[src/rtl/vga_crossfade_mixer.sv]
// VGA raster generator with a two-source alpha blender and a frame-synchronous fade engine.
// Colour, sync and DE outputs share a two-stage pipeline behind the raster counters.
module vga_crossfade_mixer #(
  parameter int CW      = 10,
  parameter int AW      = 3,
  parameter int XW      = 12,
  parameter int H_SYNC  = 96,
  parameter int H_BACK  = 48,
  parameter int H_ACT   = 640,
  parameter int H_FRONT = 16,
  parameter int V_SYNC  = 2,
  parameter int V_BACK  = 33,
  parameter int V_ACT   = 480,
  parameter int V_FRONT = 10,
  parameter int FPS     = 4
) (
  input  logic          iclk,
  input  logic          irst,
  input  logic [CW-1:0] iRed_1,
  input  logic [CW-1:0] iGreen_1,
  input  logic [CW-1:0] iBlue_1,
  input  logic [CW-1:0] iRed_2,
  input  logic [CW-1:0] iGreen_2,
  input  logic [CW-1:0] iBlue_2,
  input  logic          iStart,
  input  logic          iDir,
  input  logic          iBypass,
  output logic [XW-1:0] now_x,
  output logic [XW-1:0] now_y,
  output logic          oHS,
  output logic          oVS,
  output logic          oDE,
  output logic [CW-1:0] oRed,
  output logic [CW-1:0] oGreen,
  output logic [CW-1:0] oBlue,
  output logic [AW:0]   oAlpha,
  output logic          oBusy,
  output logic          oDone
);

  localparam int H_TOTAL = H_SYNC + H_BACK + H_ACT + H_FRONT;
  localparam int V_TOTAL = V_SYNC + V_BACK + V_ACT + V_FRONT;
  localparam int X_START = H_SYNC + H_BACK;
  localparam int Y_START = V_SYNC + V_BACK;
  localparam int M       = 1 << AW;
  localparam int PW      = CW + AW + 1;
  localparam int FW      = (FPS > 1) ? $clog2(FPS) : 1;

  localparam logic [XW-1:0] X_ZERO     = {XW{1'b0}};
  localparam logic [XW-1:0] X_ONE      = XW'(1);
  localparam logic [XW-1:0] H_LAST     = XW'(H_TOTAL - 1);
  localparam logic [XW-1:0] V_LAST     = XW'(V_TOTAL - 1);
  localparam logic [XW-1:0] H_SYNC_END = XW'(H_SYNC);
  localparam logic [XW-1:0] V_SYNC_END = XW'(V_SYNC);
  localparam logic [XW-1:0] X_BEGIN    = XW'(X_START);
  localparam logic [XW-1:0] X_END      = XW'(X_START + H_ACT);
  localparam logic [XW-1:0] Y_BEGIN    = XW'(Y_START);
  localparam logic [XW-1:0] Y_END      = XW'(Y_START + V_ACT);

  localparam logic [AW:0]   ALPHA_ZERO = {(AW+1){1'b0}};
  localparam logic [AW:0]   ALPHA_ONE  = (AW+1)'(1);
  localparam logic [AW:0]   ALPHA_M    = (AW+1)'(M);
  localparam logic [FW-1:0] FRAME_ZERO = {FW{1'b0}};
  localparam logic [FW-1:0] FRAME_ONE  = FW'(1);
  localparam logic [FW-1:0] FRAME_LAST = FW'(FPS - 1);
  localparam logic [PW-1:0] PROD_ZERO  = {PW{1'b0}};
  localparam logic [PW-1:0] ROUND_HALF = PW'(M / 2);
  localparam logic [CW-1:0] PIX_ZERO   = {CW{1'b0}};

  typedef enum logic [0:0] {
    ST_IDLE = 1'b0,
    ST_RUN  = 1'b1
  } state_t;

  // ---------------------------------------------------------------- raster
  logic [XW-1:0] h_cnt_q, h_cnt_d;
  logic [XW-1:0] v_cnt_q, v_cnt_d;
  logic          h_end_s, v_end_s, sof_s;
  logic          hs_raw_s, vs_raw_s, de_raw_s;

  // Raster counter registers
  always_ff @(posedge iclk) begin
    if (irst) begin
      h_cnt_q <= X_ZERO;
      v_cnt_q <= X_ZERO;
    end else begin
      h_cnt_q <= h_cnt_d;
      v_cnt_q <= v_cnt_d;
    end
  end

  // Counter wrap, raw sync/DE decode and start-of-frame strobe
  always_comb begin
    h_end_s  = (h_cnt_q == H_LAST);
    v_end_s  = (v_cnt_q == V_LAST);
    sof_s    = h_end_s & v_end_s;
    h_cnt_d  = h_end_s ? X_ZERO : (h_cnt_q + X_ONE);
    v_cnt_d  = h_end_s ? (v_end_s ? X_ZERO : (v_cnt_q + X_ONE)) : v_cnt_q;
    hs_raw_s = ~(h_cnt_q < H_SYNC_END);
    vs_raw_s = ~(v_cnt_q < V_SYNC_END);
    de_raw_s = (h_cnt_q >= X_BEGIN) && (h_cnt_q < X_END) &&
               (v_cnt_q >= Y_BEGIN) && (v_cnt_q < Y_END);
  end

  assign now_x = h_cnt_q - X_BEGIN;
  assign now_y = v_cnt_q - Y_BEGIN;

  // ---------------------------------------------------------------- fade engine
  state_t        state_q, state_d;
  logic [AW:0]   alpha_q, alpha_d;
  logic [AW:0]   target_q, target_d;
  logic [FW-1:0] frame_cnt_q, frame_cnt_d;
  logic          busy_q, busy_d;
  logic          done_q, done_d;

  // Fade state and registered status outputs
  always_ff @(posedge iclk) begin
    if (irst) begin
      state_q     <= ST_IDLE;
      alpha_q     <= ALPHA_ZERO;
      target_q    <= ALPHA_ZERO;
      frame_cnt_q <= FRAME_ZERO;
      busy_q      <= 1'b0;
      done_q      <= 1'b0;
    end else begin
      state_q     <= state_d;
      alpha_q     <= alpha_d;
      target_q    <= target_d;
      frame_cnt_q <= frame_cnt_d;
      busy_q      <= busy_d;
      done_q      <= done_d;
    end
  end

  // Next-state decode; a start during RUN is deliberately ignored
  always_comb begin
    state_d = state_q;
    case (state_q)
      ST_IDLE: begin
        if (iStart) begin
          state_d = ST_RUN;
        end else begin
          state_d = ST_IDLE;
        end
      end
      ST_RUN: begin
        if (sof_s && (alpha_q == target_q)) begin
          state_d = ST_IDLE;
        end else begin
          state_d = ST_RUN;
        end
      end
      default: state_d = ST_IDLE;
    endcase
  end

  // Alpha stepping, frame pacing and completion pulse; alpha moves only at sof
  always_comb begin
    alpha_d     = alpha_q;
    target_d    = target_q;
    frame_cnt_d = frame_cnt_q;
    done_d      = 1'b0;
    busy_d      = (state_d == ST_RUN);
    case (state_q)
      ST_IDLE: begin
        if (iStart) begin
          target_d    = iDir ? ALPHA_ZERO : ALPHA_M;
          frame_cnt_d = FRAME_ZERO;
        end else begin
          frame_cnt_d = frame_cnt_q;
        end
      end
      ST_RUN: begin
        if (!sof_s) begin
          frame_cnt_d = frame_cnt_q;
        end else if (alpha_q == target_q) begin
          done_d = 1'b1;
        end else if (frame_cnt_q == FRAME_LAST) begin
          frame_cnt_d = FRAME_ZERO;
          alpha_d     = (alpha_q < target_q) ? (alpha_q + ALPHA_ONE) : (alpha_q - ALPHA_ONE);
        end else begin
          frame_cnt_d = frame_cnt_q + FRAME_ONE;
        end
      end
      default: begin
        alpha_d = ALPHA_ZERO;
      end
    endcase
  end

  assign oAlpha = alpha_q;
  assign oBusy  = busy_q;
  assign oDone  = done_q;

  // ---------------------------------------------------------------- blend pipeline
  logic [CW-1:0] c1_s [3];
  logic [CW-1:0] c2_s [3];
  logic [AW:0]   a_eff_s, a_inv_s;
  logic [PW-1:0] prod1_d [3];
  logic [PW-1:0] prod2_d [3];
  logic [PW-1:0] prod1_q [3];
  logic [PW-1:0] prod2_q [3];
  logic [PW-1:0] sum_s [3];
  logic [CW-1:0] pix_d [3];
  logic [CW-1:0] pix_q [3];
  logic          hs1_q, vs1_q, de1_q;
  logic          hs2_q, vs2_q, de2_q;
  logic          unused_sum_s;

  // Stage 0: weighted products; bypass uses weight 0 so the sum reduces to c1 exactly
  always_comb begin
    c1_s[0] = iRed_1;
    c1_s[1] = iGreen_1;
    c1_s[2] = iBlue_1;
    c2_s[0] = iRed_2;
    c2_s[1] = iGreen_2;
    c2_s[2] = iBlue_2;
    a_eff_s = iBypass ? ALPHA_ZERO : alpha_q;
    a_inv_s = ALPHA_M - a_eff_s;
    for (int ch = 0; ch < 3; ch++) begin
      prod1_d[ch] = PW'(c1_s[ch]) * PW'(a_inv_s);
      prod2_d[ch] = PW'(c2_s[ch]) * PW'(a_eff_s);
    end
  end

  // Stage 1 registers: products plus raw timing; syncs idle high after reset
  always_ff @(posedge iclk) begin
    if (irst) begin
      for (int ch = 0; ch < 3; ch++) begin
        prod1_q[ch] <= PROD_ZERO;
        prod2_q[ch] <= PROD_ZERO;
      end
      hs1_q <= 1'b1;
      vs1_q <= 1'b1;
      de1_q <= 1'b0;
    end else begin
      for (int ch = 0; ch < 3; ch++) begin
        prod1_q[ch] <= prod1_d[ch];
        prod2_q[ch] <= prod2_d[ch];
      end
      hs1_q <= hs_raw_s;
      vs1_q <= vs_raw_s;
      de1_q <= de_raw_s;
    end
  end

  // Stage 2 combinational: rounded sum, shift and blanking mask
  always_comb begin
    unused_sum_s = 1'b0;
    for (int ch = 0; ch < 3; ch++) begin
      sum_s[ch]    = prod1_q[ch] + prod2_q[ch] + ROUND_HALF;
      pix_d[ch]    = de1_q ? sum_s[ch][AW +: CW] : PIX_ZERO;
      unused_sum_s = unused_sum_s ^ sum_s[ch][PW-1] ^ (^sum_s[ch][AW-1:0]);
    end
  end

  // Stage 2 registers: final colour and aligned timing
  always_ff @(posedge iclk) begin
    if (irst) begin
      for (int ch = 0; ch < 3; ch++) begin
        pix_q[ch] <= PIX_ZERO;
      end
      hs2_q <= 1'b1;
      vs2_q <= 1'b1;
      de2_q <= 1'b0;
    end else begin
      for (int ch = 0; ch < 3; ch++) begin
        pix_q[ch] <= pix_d[ch];
      end
      hs2_q <= hs1_q;
      vs2_q <= vs1_q;
      de2_q <= de1_q;
    end
  end

  assign oRed   = pix_q[0];
  assign oGreen = pix_q[1];
  assign oBlue  = pix_q[2];
  assign oHS    = hs2_q;
  assign oVS    = vs2_q;
  assign oDE    = de2_q;

endmodule

[config.mk]
export PLATFORM = sky130hd
export DESIGN_NAME = vga_crossfade_mixer
export DESIGN_NICKNAME = d
export VERILOG_FILES = /design/src/rtl/vga_crossfade_mixer.sv
export SDC_FILE = /design/constraint.sdc
export NUM_CORES = 1
export LEC_CHECK = 0
export ABC_AREA = 1
export CAP_MARGIN = 20
export CORE_UTILIZATION = 40
export DETAILED_ROUTE_END_ITERATION = 12
export DONT_BUFFER_PORTS = 1
export SETUP_SLACK_MARGIN = 0.5
export SYNTH_ARGS = -nofsm -noshare
export SYNTH_HDL_FRONTEND = slang
export SYNTH_SLANG_ARGS = --single-unit
[constraint.sdc]
create_clock -name iclk -period 4.5 [get_ports iclk]
set_input_delay 0.9 -clock iclk [delete_from_list [all_inputs] [get_ports iclk]]
set_output_delay 0.9 -clock iclk [all_outputs]
set_load 0.02 [all_outputs]
* Word-level counts from Yosys, hierarchy flattened *
Memory sizes are Yosys's and may differ from the RTL's.
Index checks and enable logic that the tools add are counted.

storage, ports and cells
  flip-flop bits (word level) = 42
  bits in writable memories = 114
  output and inout bits = 63
  memories kept = 3

memory list
  name     words  bits a word  read ports  clocked after Yosys merged registers in  write ports  line  RTL
  prod1_q  3      14           3           0                                        3            201   logic [PW-1:0] prod1_q [3];
  prod2_q  3      14           3           0                                        3            202   logic [PW-1:0] prod2_q [3];
  pix_q    3      10           3           0                                        3            205   logic [CW-1:0] pix_q [3];

cells by class
  add/subtract/negate cells = 14
  multiply operators = 6
  order comparisons = 7
  equality and inequality tests = 7
  muxes and demuxes = 28
  bitwise gates (word level) = 15
  reductions and logical operators = 9

operators with widths
  cell                   count
  $mul 10x4->14          6
  $mux 14                6
  $mux 10                6
  $add 13x13->13         3
  $add 13x3->13 const B  3
  $add 12x1->12 const B  2
  $eq 12x10->1 const B   2
  $lt 12x10->1 const B   2
  $ge 12x6->1 const B    1
  $ge 12x8->1 const B    1
  $lt 12x2->1 const B    1
  $lt 12x7->1 const B    1
  $mux 12                1
  $mux 4                 3
  $sub 12x6->12 const B  1
  $sub 12x8->12 const B  1
  $or 1x1->1             9
  $mux 2                 4
  $mux 1                 6
  $ne 2x2->1 const B     3
  $not 1->1              5
  $add 4x1->4 const B    1
  $eq 4x4->1             1
  $logic_and 1x1->1      4
  13 further kinds       13

* Logic depth before layout (Yosys ltp) *
  depth in word-level cells = 5
  mapped depth = 23
  mapped depth without buffers = 21

* Worst setup path before layout *
No wires, ideal clock.

  path kind = input-to-reg
  start point = input iBypass
  end point = memory prod1_q[0][9] in the netlist's numbering
  arrival time = 4.309 ns
  data required time = 4.435 ns
  path slack = 0.126 ns
  cell stages on the path = 21
  buffers on the path = 3
  cells stage by stage = inv_2 nand2_1 buf_2 buf_1 ha_1 or2_2 nand2_1 buf_2 nor2_1 fa_1 inv_1 fa_1 inv_1 ha_1 nand2_1 o21ai_0 nand2_1 nand2_1 xor2_1 inv_1 nor2_1

RTL lines
  what                line  RTL
  start: declaration  27    input logic iBypass,
  end: declaration    201

==> results_dict.tcl <==
set metrics [dict create \
    outcome "completed" \
    finalSetupViolCount 0 \
    grtUsageTotal 0.204 \
    drv_cap 0 \
    worst_skew_pair.late_latency_ns 0.43 \
    syn_inst 1969 \
    synth-edff-count 0 \
    synth.yosys.seq_area_share 0.213 \
    first_global_vias 11955 \
    fin_hold_ws_ns 0.420 \
    multi_input_area_sq_um 9560 \
    ant_nets 0 \
    routed_wl_mm 34.8 \
    use_met2 0.351 \
    core_region_area_sq_um 33700 \
    dieHeight_um 188 \
    async_reset_ff_frac 0 \
    worstMarginPinSlew_ns 0.993 \
    fin_crit_sh 0.834 \
    grt_max_degree 54 \
    routedWlPerCell_um 14.4 \
    use_met1 0.253 \
    min_path_type "reg2reg" \
    final_cell_mix "409 x nand2_1, 333 x inv_1, 289 x nor2_1" \
    worstSetupPathType "in2reg" \
    maxSlewHeadroom 0.337 \
    arrival_ns 4.11 \
    cp-start-kind "input port" \
    leakagePower_nw 7.98 \
    final_common_cell "nand2_1" \
    avgSynthCellArea_sq_um 7.01 \
    die_area_sq_um 35200 \
    yosysUniqueCellTypes 44 \
    cts-hold-fix-buffers 0 \
    path_clk_slew_ns 0.07 \
    dr_total_vias 11937 \
    root_buffer "clkbuf_16" \
    cts_buffers 17 \
    p_seq_frac 0.437 \
    die_w_um 188 \
    fill_cells 3480 \
    synthesis.nets 2303 \
    met3_usage 0.0402 \
    p_sw_mw 0.707 \
    fmax_mhz 267 \
    combPwrFrac 0.072 \
    antenna_found_initial 0 \
    place.port_buffers 0 \
    cp-end-kind "register" \
    row_count 67 \
    yosys_warnings 0 \
    netSwitchingFraction 0.231 \
    area_growth_pct 9.64 \
    cp_max_fo 20 \
    required_ns 4.86 \
    seq_area_sq_um 2950 \
    layout-drive-gt1-share 0.0532 \
    ir_drop_uv 257 \
    io_pins 128 \
    dr.pass1.iters 8 \
    dp_hpwl_mm 28.1 \
    cts_buffer_depth 2 \
    initial_core_util 0.409 \
    diodes 0 \
    fin_crit_ns 3.75 \
    rsz0062_at_grt "no" \
    p_int_mw 2.35 \
    drt-vias-per-instance 4.93 \
    tns_ns 0 \
    ys_seq_elements 147 \
    hold_viol_final 0 \
    drc 0 \
    nets 2296 \
    clock_skew_ns 0.0109 \
    grt_pass1_wl_mm 58.3 \
    placed_area_sq_um 14500 \
    power_frac_clock 0.491 \
    p_per_area_nw_per_um2 202 \
    gr-total-overflow 0 \
    routabilityCongestion 0.870 \
    timing.final.max_slew_violations 0 \
    stdcell_area_sq_um 15100 \
    dr.first_iter.drc_count 512 \
    clkSinkCount 147 \
    syn_area_sq_um 13800 \
    tritoncts "yes" \
    synthFlopType "dfxtp_1" \
    htree_levels 4 \
    top_usage_layer "met2" \
]
-- power groups by stage --
stage                     Clock [mW]  Combinational (mW)  Sequential, mW
after floorplan                    0               0.186            1.36
after global placement             0               0.216            1.37
after detailed placement           0               0.217            1.37
after CTS                       1.54               0.220            1.34
after global routing            1.59               0.256            1.34
final                           1.50               0.219            1.34
-- cells in the mapped netlist (17+ instances only) --
master    number  area [sq um]
nand2_1      416          1560
inv_1        343          1290
nor2_1       289          1080
ha_1         172          2150
a21oi_1      151           756
dfxtp_1      147          2940
fa_1          97          1940
nand3_1       88           440
o21ai_0       77           385
nand4_1       24           150
xor2_1        22           193
clkbuf_1      17          63.8
nor3_1        17          85.1
-- metal layers --
layer  vias up  part of all wire
met2       267              0.47
li1       6172                 -
met4         0             0.027
met1      5455              0.45
met5         -                 0
met3        43             0.052
-- worst max-delay path: stages --
cell and delay, ns:
inv_4 0.05, nand2_2 0.09, ha_1 0.23, or2_4 0.25
nand2_2 0.08, buf_4 0.29, nor2_1 0.10, fa_1 0.52
inv_1 0.05, fa_1 0.50, inv_2 0.05, ha_4 0.29
nand2_1 0.06, nor2_1 0.10, nand2_1 0.06, nand3_1 0.13
a21oi_2 0.08, nand3_1 0.08, nand2_1 0.05, nor2_1 0.11
-- per-stage QoR --
step / util / worst slack (ns) / power (mW) / instances
floorplan: - / 0.505 / 1.55 / 1969
global placement: 0.430 / 0.322 / 1.58 / 2391
detailed placement: 0.430 / 0.297 / 1.58 / 2391
CTS: 0.449 / 0.535 / 3.10 / 2421
global route: 0.449 / 0.504 / 3.19 / 2421
finish: 0.449 / 0.748 / 3.06 / 2421
-- timing repair --
| item | 4_1_cts | 5_1_grt |
|---|---|---|
| setup buffers | 0 | 0 |
| resized for setup | 0 | 5 |
| endpoints found under the setup margin | 0 | 25 |
-- area by class of cell --
type                    instances  share of cell area
flip-flops and latches        147               0.195
repair buffers                 14             0.00695
clock inverters                 8              0.0101
multi-input cells            1429               0.632
inverters                     353              0.0884
well taps                     448              0.0371
clock buffers                  22              0.0307
-- registers in the layout, indices dropped and copies added, names as in the netlist --
signal	flops
vs1_q	1
pix_q	30
oDone	1
prod2_q	39
hs1_q	1
de1_q	1
oHS	1
target_q	1
oDE	1
frame_cnt_q	2
oVS	1
prod1_q	39
v_cnt_q	12
oAlpha	4
oBusy	1
h_cnt_q	12
-- worst paths after layout --
check,slack [ns],from,cells after the start,endpoint
max reg2reg,0.81,oAlpha[1]$_SDFFE_PP0P_,19,prod1_q[0][12]$_SDFF_PP0_
min,0.42,hs1_q$_SDFF_PP1_,1,oHS$_SDFF_PP1_
max,0.75,iBypass,20,prod1_q[0][12]$_SDFF_PP0_
min reg2reg,0.42,hs1_q$_SDFF_PP1_,1,oHS$_SDFF_PP1_
-- cells by family after synthesis --
kind of cell | count (synthesis) | synth area share
fa+ha+maj | 269 | 0.297
simple gates | 851 | 0.251
buf+inv | 393 | 0.110
xor+xnor | 33 | 0.0210
flops | 147 | 0.213
compound gates | 276 | 0.108
Power figures use the tool's default switching activity.
